[src/rtl/unit_clause_sched.sv]
// unit_clause_sched
//   Drives one BCP round. It repeatedly takes the lowest-index pending unit
//   clause from the unit-clause register and offers it to the implication
//   engine. When the engine reports success, it deletes that clause from the
//   register with a one-cycle masked-delete strobe. The round ends when no unit
//   clause is left, or when the engine reports a conflict.
//
// Ports
//   clk, rst_n        clock and asynchronous active-low reset
//   start, abort      start a round (sampled only in IDLE) / synchronous abort
//   unit_clause       current contents of the unit-clause register
//   issue_valid/_idx  clause offered to the implication engine
//   issue_ready       the implication engine accepts the offered clause
//   imply_done        one-cycle pulse: the implication has finished
//   imply_conflict    qualifies imply_done: the implication hit a conflict
//   rw_en             masked-delete strobe to the unit-clause register
//   delete_unit       AND-mask for the register (all ones unless rw_en is high)
//   busy, bcp_done    round in progress / one-cycle end-of-round pulse
//   bcp_conflict      result of the last round
//   prop_cnt          successful propagations in the current round (saturates)
//   dbg_state         current FSM state, for debug and checkers
//
// Handshake: an issue is transferred on a cycle where issue_valid and
// issue_ready are both high. issue_valid holds, and issue_idx stays stable,
// until that transfer happens. issue_valid never depends on issue_ready.
module unit_clause_sched #(
   parameter int CLAUSE_NUM = 8,
   parameter int IDX_W      = $clog2(CLAUSE_NUM),
   parameter int CNT_W      = 16
) (
   input  logic                  clk,
   input  logic                  rst_n,
   input  logic                  start,
   input  logic                  abort,
   input  logic [CLAUSE_NUM-1:0] unit_clause,
   output logic                  issue_valid,
   output logic [IDX_W-1:0]      issue_idx,
   input  logic                  issue_ready,
   input  logic                  imply_done,
   input  logic                  imply_conflict,
   output logic                  rw_en,
   output logic [CLAUSE_NUM-1:0] delete_unit,
   output logic                  busy,
   output logic                  bcp_done,
   output logic                  bcp_conflict,
   output logic [CNT_W-1:0]      prop_cnt,
   output logic [2:0]            dbg_state
);

   typedef enum logic [2:0] {
      S_IDLE   = 3'd0,
      S_SCAN   = 3'd1,
      S_ISSUE  = 3'd2,
      S_WAIT   = 3'd3,
      S_CLEAR  = 3'd4,
      S_SETTLE = 3'd5,
      S_FINISH = 3'd6
   } state_t;

   state_t               r_state;
   state_t               w_next;
   logic [IDX_W-1:0]     r_idx;
   logic [CNT_W-1:0]     r_cnt;
   logic                 r_conf;
   logic                 w_any;
   logic [IDX_W-1:0]     w_low;

   // Lowest set bit. The loop runs from the top bit down, so the last match,
   // which is the lowest index, is the one that remains.
   always_comb begin
      w_any = |unit_clause;
      w_low = '0;
      for (int i = CLAUSE_NUM - 1; i >= 0; i--) begin
         if (unit_clause[i]) w_low = IDX_W'(i);
      end
   end

   // State register
   always_ff @(posedge clk or negedge rst_n) begin
      if (!rst_n) r_state <= S_IDLE;
      else        r_state <= w_next;
   end

   // Next-state logic; abort overrides every transition
   always_comb begin
      w_next = r_state;
      case (r_state)
         S_IDLE:   if (start) w_next = S_SCAN;
         S_SCAN:   w_next = w_any ? S_ISSUE : S_FINISH;
         S_ISSUE:  if (issue_ready) w_next = S_WAIT;
         S_WAIT:   if (imply_done) w_next = imply_conflict ? S_FINISH : S_CLEAR;
         S_CLEAR:  w_next = S_SETTLE;
         S_SETTLE: w_next = S_SCAN;
         S_FINISH: w_next = S_IDLE;
         default:  w_next = S_IDLE;
      endcase
      if (abort) w_next = S_IDLE;
   end

   // The index is captured only in SCAN. Backpressure in ISSUE therefore
   // cannot move it, even if the register contents change meanwhile.
   always_ff @(posedge clk or negedge rst_n) begin
      if (!rst_n)                                r_idx <= '0;
      else if (r_state == S_SCAN && w_any && !abort) r_idx <= w_low;
   end

   // Round bookkeeping. Abort freezes both the count and the result.
   always_ff @(posedge clk or negedge rst_n) begin
      if (!rst_n) begin
         r_cnt  <= '0;
         r_conf <= 1'b0;
      end else if (!abort) begin
         if (r_state == S_IDLE && start) begin
            r_cnt  <= '0;
            r_conf <= 1'b0;
         end
         if (r_state == S_CLEAR && r_cnt != {CNT_W{1'b1}}) r_cnt <= r_cnt + CNT_W'(1);
         if (r_state == S_WAIT && imply_done && imply_conflict) r_conf <= 1'b1;
         if (r_state == S_SCAN && !w_any) r_conf <= 1'b0;
      end
   end

   // Output decode: uses only registered state and registered index
   always_comb begin
      issue_valid = (r_state == S_ISSUE);
      rw_en       = (r_state == S_CLEAR);
      busy        = (r_state != S_IDLE);
      bcp_done    = (r_state == S_FINISH);
      delete_unit = {CLAUSE_NUM{1'b1}};
      if (r_state == S_CLEAR) delete_unit = ~({{(CLAUSE_NUM-1){1'b0}}, 1'b1} << r_idx);
   end

   assign issue_idx    = r_idx;
   assign prop_cnt     = r_cnt;
   assign bcp_conflict = r_conf;
   assign dbg_state    = r_state;

endmodule

[config.mk]
export PLATFORM = sky130hd
export DESIGN_NAME = unit_clause_sched
export DESIGN_NICKNAME = d
export VERILOG_FILES = /design/src/rtl/unit_clause_sched.sv
export SDC_FILE = /design/constraint.sdc
export NUM_CORES = 1
export LEC_CHECK = 0
export BUFFER_PORTS_ARGS = -buffer_cell sky130_fd_sc_hd__buf_4
export CAP_MARGIN = 25
export CORE_MARGIN = 8
export CORE_UTILIZATION = 53
export DETAILED_ROUTE_END_ITERATION = 10
export PLACE_DENSITY_LB_ADDON = 0.25
export SETUP_SLACK_MARGIN = 0.2
export SLEW_MARGIN = 15
export SYNTH_ARGS = -nofsm -noshare
export SYNTH_HDL_FRONTEND = slang
export SYNTH_SLANG_ARGS = --single-unit
[constraint.sdc]
create_clock -name clk -period 3.8 [get_ports clk]
set_input_delay 0.76 -clock clk [delete_from_list [all_inputs] [get_ports clk]]
set_output_delay 0.76 -clock clk [all_outputs]
set_load 0.02 [all_outputs]
==> run summary <==
Detail Placement HPWL - 2767 um
vias in the first global route - 1307
CTS buffer count - 3
drt pass-1 iters - 4
min-delay worst type - in -> async
share of cells above drive strength 1 - 0.2698
Synth Warn # - 0
largest net degree at the start of global routing - 26
core area - 0.002663 mm2
setup bufs post-CTS - 0
ranking of synthesized cells by area - dfrtp_1 (40%), nand3_1 (7.3%), o21ai_0 (4.9%), nor2_1 (4.4%), nand2_1 (3.9%)
# setup viols final - 0
Clock transition at path regs - 0.14 ns
GRT overflow - 0
post-route ant nets - 0
Setup crit end - delete_unit[4]
WP buf/inv - 1
placed instance count - 242
number of DRC markers in iteration 0 - 54
Commonest cells post-synth - dfrtp_1 (23), nand3_1 (21), nor2_1 (17)
DR vias/cell - 5.809
Resized cells post-CTS - 0
Seq/Total Area, Yosys - 0.4003
n_diodes - 0
max-cap violation count - 0
Final Max Slew Viols - 0
skew final - 0.01275 ns
prevailing post-synth register cell - dfrtp_1
RSZ-0062 raised after global routing - false
Async S/R FF share, synth - 1.000
Die Ht - 68.08 um
clk_lat worst skew - 0.32 ns
Mapped Cells - 170
top-count cell post-synth - dfrtp_1
Tmin final - 2.715 ns
syn avg cell area - 8.457 um2
worst-margin pin slew - 0.6796 ns
fin cells - 246
Worst Path Max Fanout - 12
number of fill cells - 215
gpl congestion - 0.8695
Critical-path top delay cell - dfrtp_1
worst reg2reg startpoint - prop_cnt[0]
Leakage - 0.8239 nW
die area - 0.004635 mm2
Hold Fails Final Rpt - 0
area grow syn2layout - 26.02%
WL/cell - 14.90 um
total negative slack - 0 ns
Row Count - 19
Root Buffer - clkbuf_4
Worst path depth - 4
WP data required - 3.04 ns
critical-path cell list - nor2_1 -> nand2_1 -> or4_1 -> buf_4
startpoint types - flip-flop
Yosys reg bits - 23
clk buf depth - 2
Final nets - 232
final worst path period share - 0.7146
initial antenna violation count - 0
Worst R2R End - prop_cnt[7]
I/O Buffers - 49
Worst Path Class, Setup - reg -> out
maximum vdd drop - 416.0 uV
cell taking the most area after synthesis - dfrtp_1
All-Layer GR Usage - 0.1620
EDFF count, synth - 0
first-pass GRT wire length - 5934 um
crit end category - output pin
slew margin rel. - 0.5469
I/O pin count - 50
Syn Std Cell Area - 0.001438 mm2
Starting Density - 0.5399
TritonCTS clock tree - done
Syn Nets - 186
beginning of the critical path - dbg_state[1]
DRC - 0
final wirelength - 3666 um
Post-CTS Hold Fix Bufs - 0
overall die width - 68.08 um
Max Clock Freq - 368.3 MHz
Arr. time, crit path - 1.96 ns
post-synth top area share - 0.4003
clk sinks - 23
outcome - finished clean
via count of the routed design - 1429
Netlist cell types - 36
reg2reg setup slack - 1.44 ns
H-tree depth - 1
PwrDens - 380.2 mW/mm2
critical path's largest stage delay - 0.52 ns
critical path's top delay family - simple AND/OR/NAND/NOR gates
worst-case reg-to-reg path depth - 5
## cell families (layout without fill, tap and decap cells)
group,count (synthesis),after routing,synth area share
XOR/XNOR,9,9,0.05483
AND/OR/NAND/NOR,82,82,0.3003
buffers and inverters,15,60,0.06005
flip-flops,23,23,0.4003
AO/OA/AOI/OAI,39,39,0.1688
adder cells (fa/ha/maj),1,1,0.008702
multiplexers,1,1,0.006963
## registers in the layout, indices dropped and copies added, names as in the netlist
| register | count |
|---|---|
| bcp_conflict | 1 |
| prop_cnt | 16 |
| issue_idx | 3 |
| dbg_state | 3 |
## where the power goes
part	switching (W)	internal, W
clock	0.0000766	0.0000394
combinational	0.000139	0.000105
sequential	0.0000576	0.000271
## cells in the final DEF, fill, tap and decap left out, drive strengths merged
cell type  netlist  routed
or3              2       2
xor2             4       4
a21oi            6       6
nor3             7       7
dfrtp           23      23
o31ai            5       5
o21ai           19      19
or3b             1       1
clkbuf           3       3
nand2           15      15
nand3           21      21
o41ai            3       3
nand2b           3       3
nor4             3       3
nand4b           1       1
inv              7       7
nor2b            1       1
xnor2            5       5
mux2i            1       1
a31oi            1       1
o21bai           2       2
or4              1       1
nor2            17      17
buf              5      49
ha               1       1
clkinv           0       1
nand4            7       7
and3             3       3
a211oi           2       2
o31a             1       1
## routing by layer
metal  global-route usage  vias up  part of all wire
met1               0.2078      671              0.44
met5                    0        -                 0
met4              0.02558        0            0.0025
met3              0.05401        2             0.089
li1                     -      709                 -
met2               0.2638       47              0.47
## stage by stage
stage	setup slack [ns]	util	power (W)	area [um2]	hold WS [ns]
floorplan	1.597	-	0.0004827	1438	0.4644
global placement	1.521	0.6701	0.0005701	1784	0.4852
detailed placement	1.469	0.6701	0.0005777	1784	0.4827
CTS	1.096	0.6805	0.0006950	1812	0.3109
global route	0.9753	0.6805	0.0007359	1812	0.3116
finish	1.085	0.6805	0.0006889	1812	0.3039
## area by class of cell
class / instances / area [um2] / share of cell area
clock buffer: 3 / 22.52 / 0.01243
inverter: 7 / 26.28 / 0.01450
timing repair buffer: 49 / 367.9 / 0.2030
sequential: 23 / 575.6 / 0.3177
clock inverter: 1 / 5.005 / 0.002762
tap: 31 / 38.79 / 0.02141
multi-input combinational: 132 / 775.7 / 0.4282
## how the worst min path moves through the flow
stage	start	end	cells after the start
floorplan	rst_n	bcp_conflict	0
global placement	bcp_conflict	bcp_conflict	2
detailed placement	bcp_conflict	bcp_conflict	2
CTS	rst_n	prop_cnt[15]	1
global route	rst_n	prop_cnt[13]	1
finish	rst_n	prop_cnt[15]	1
Power figures use the tool's default switching activity.
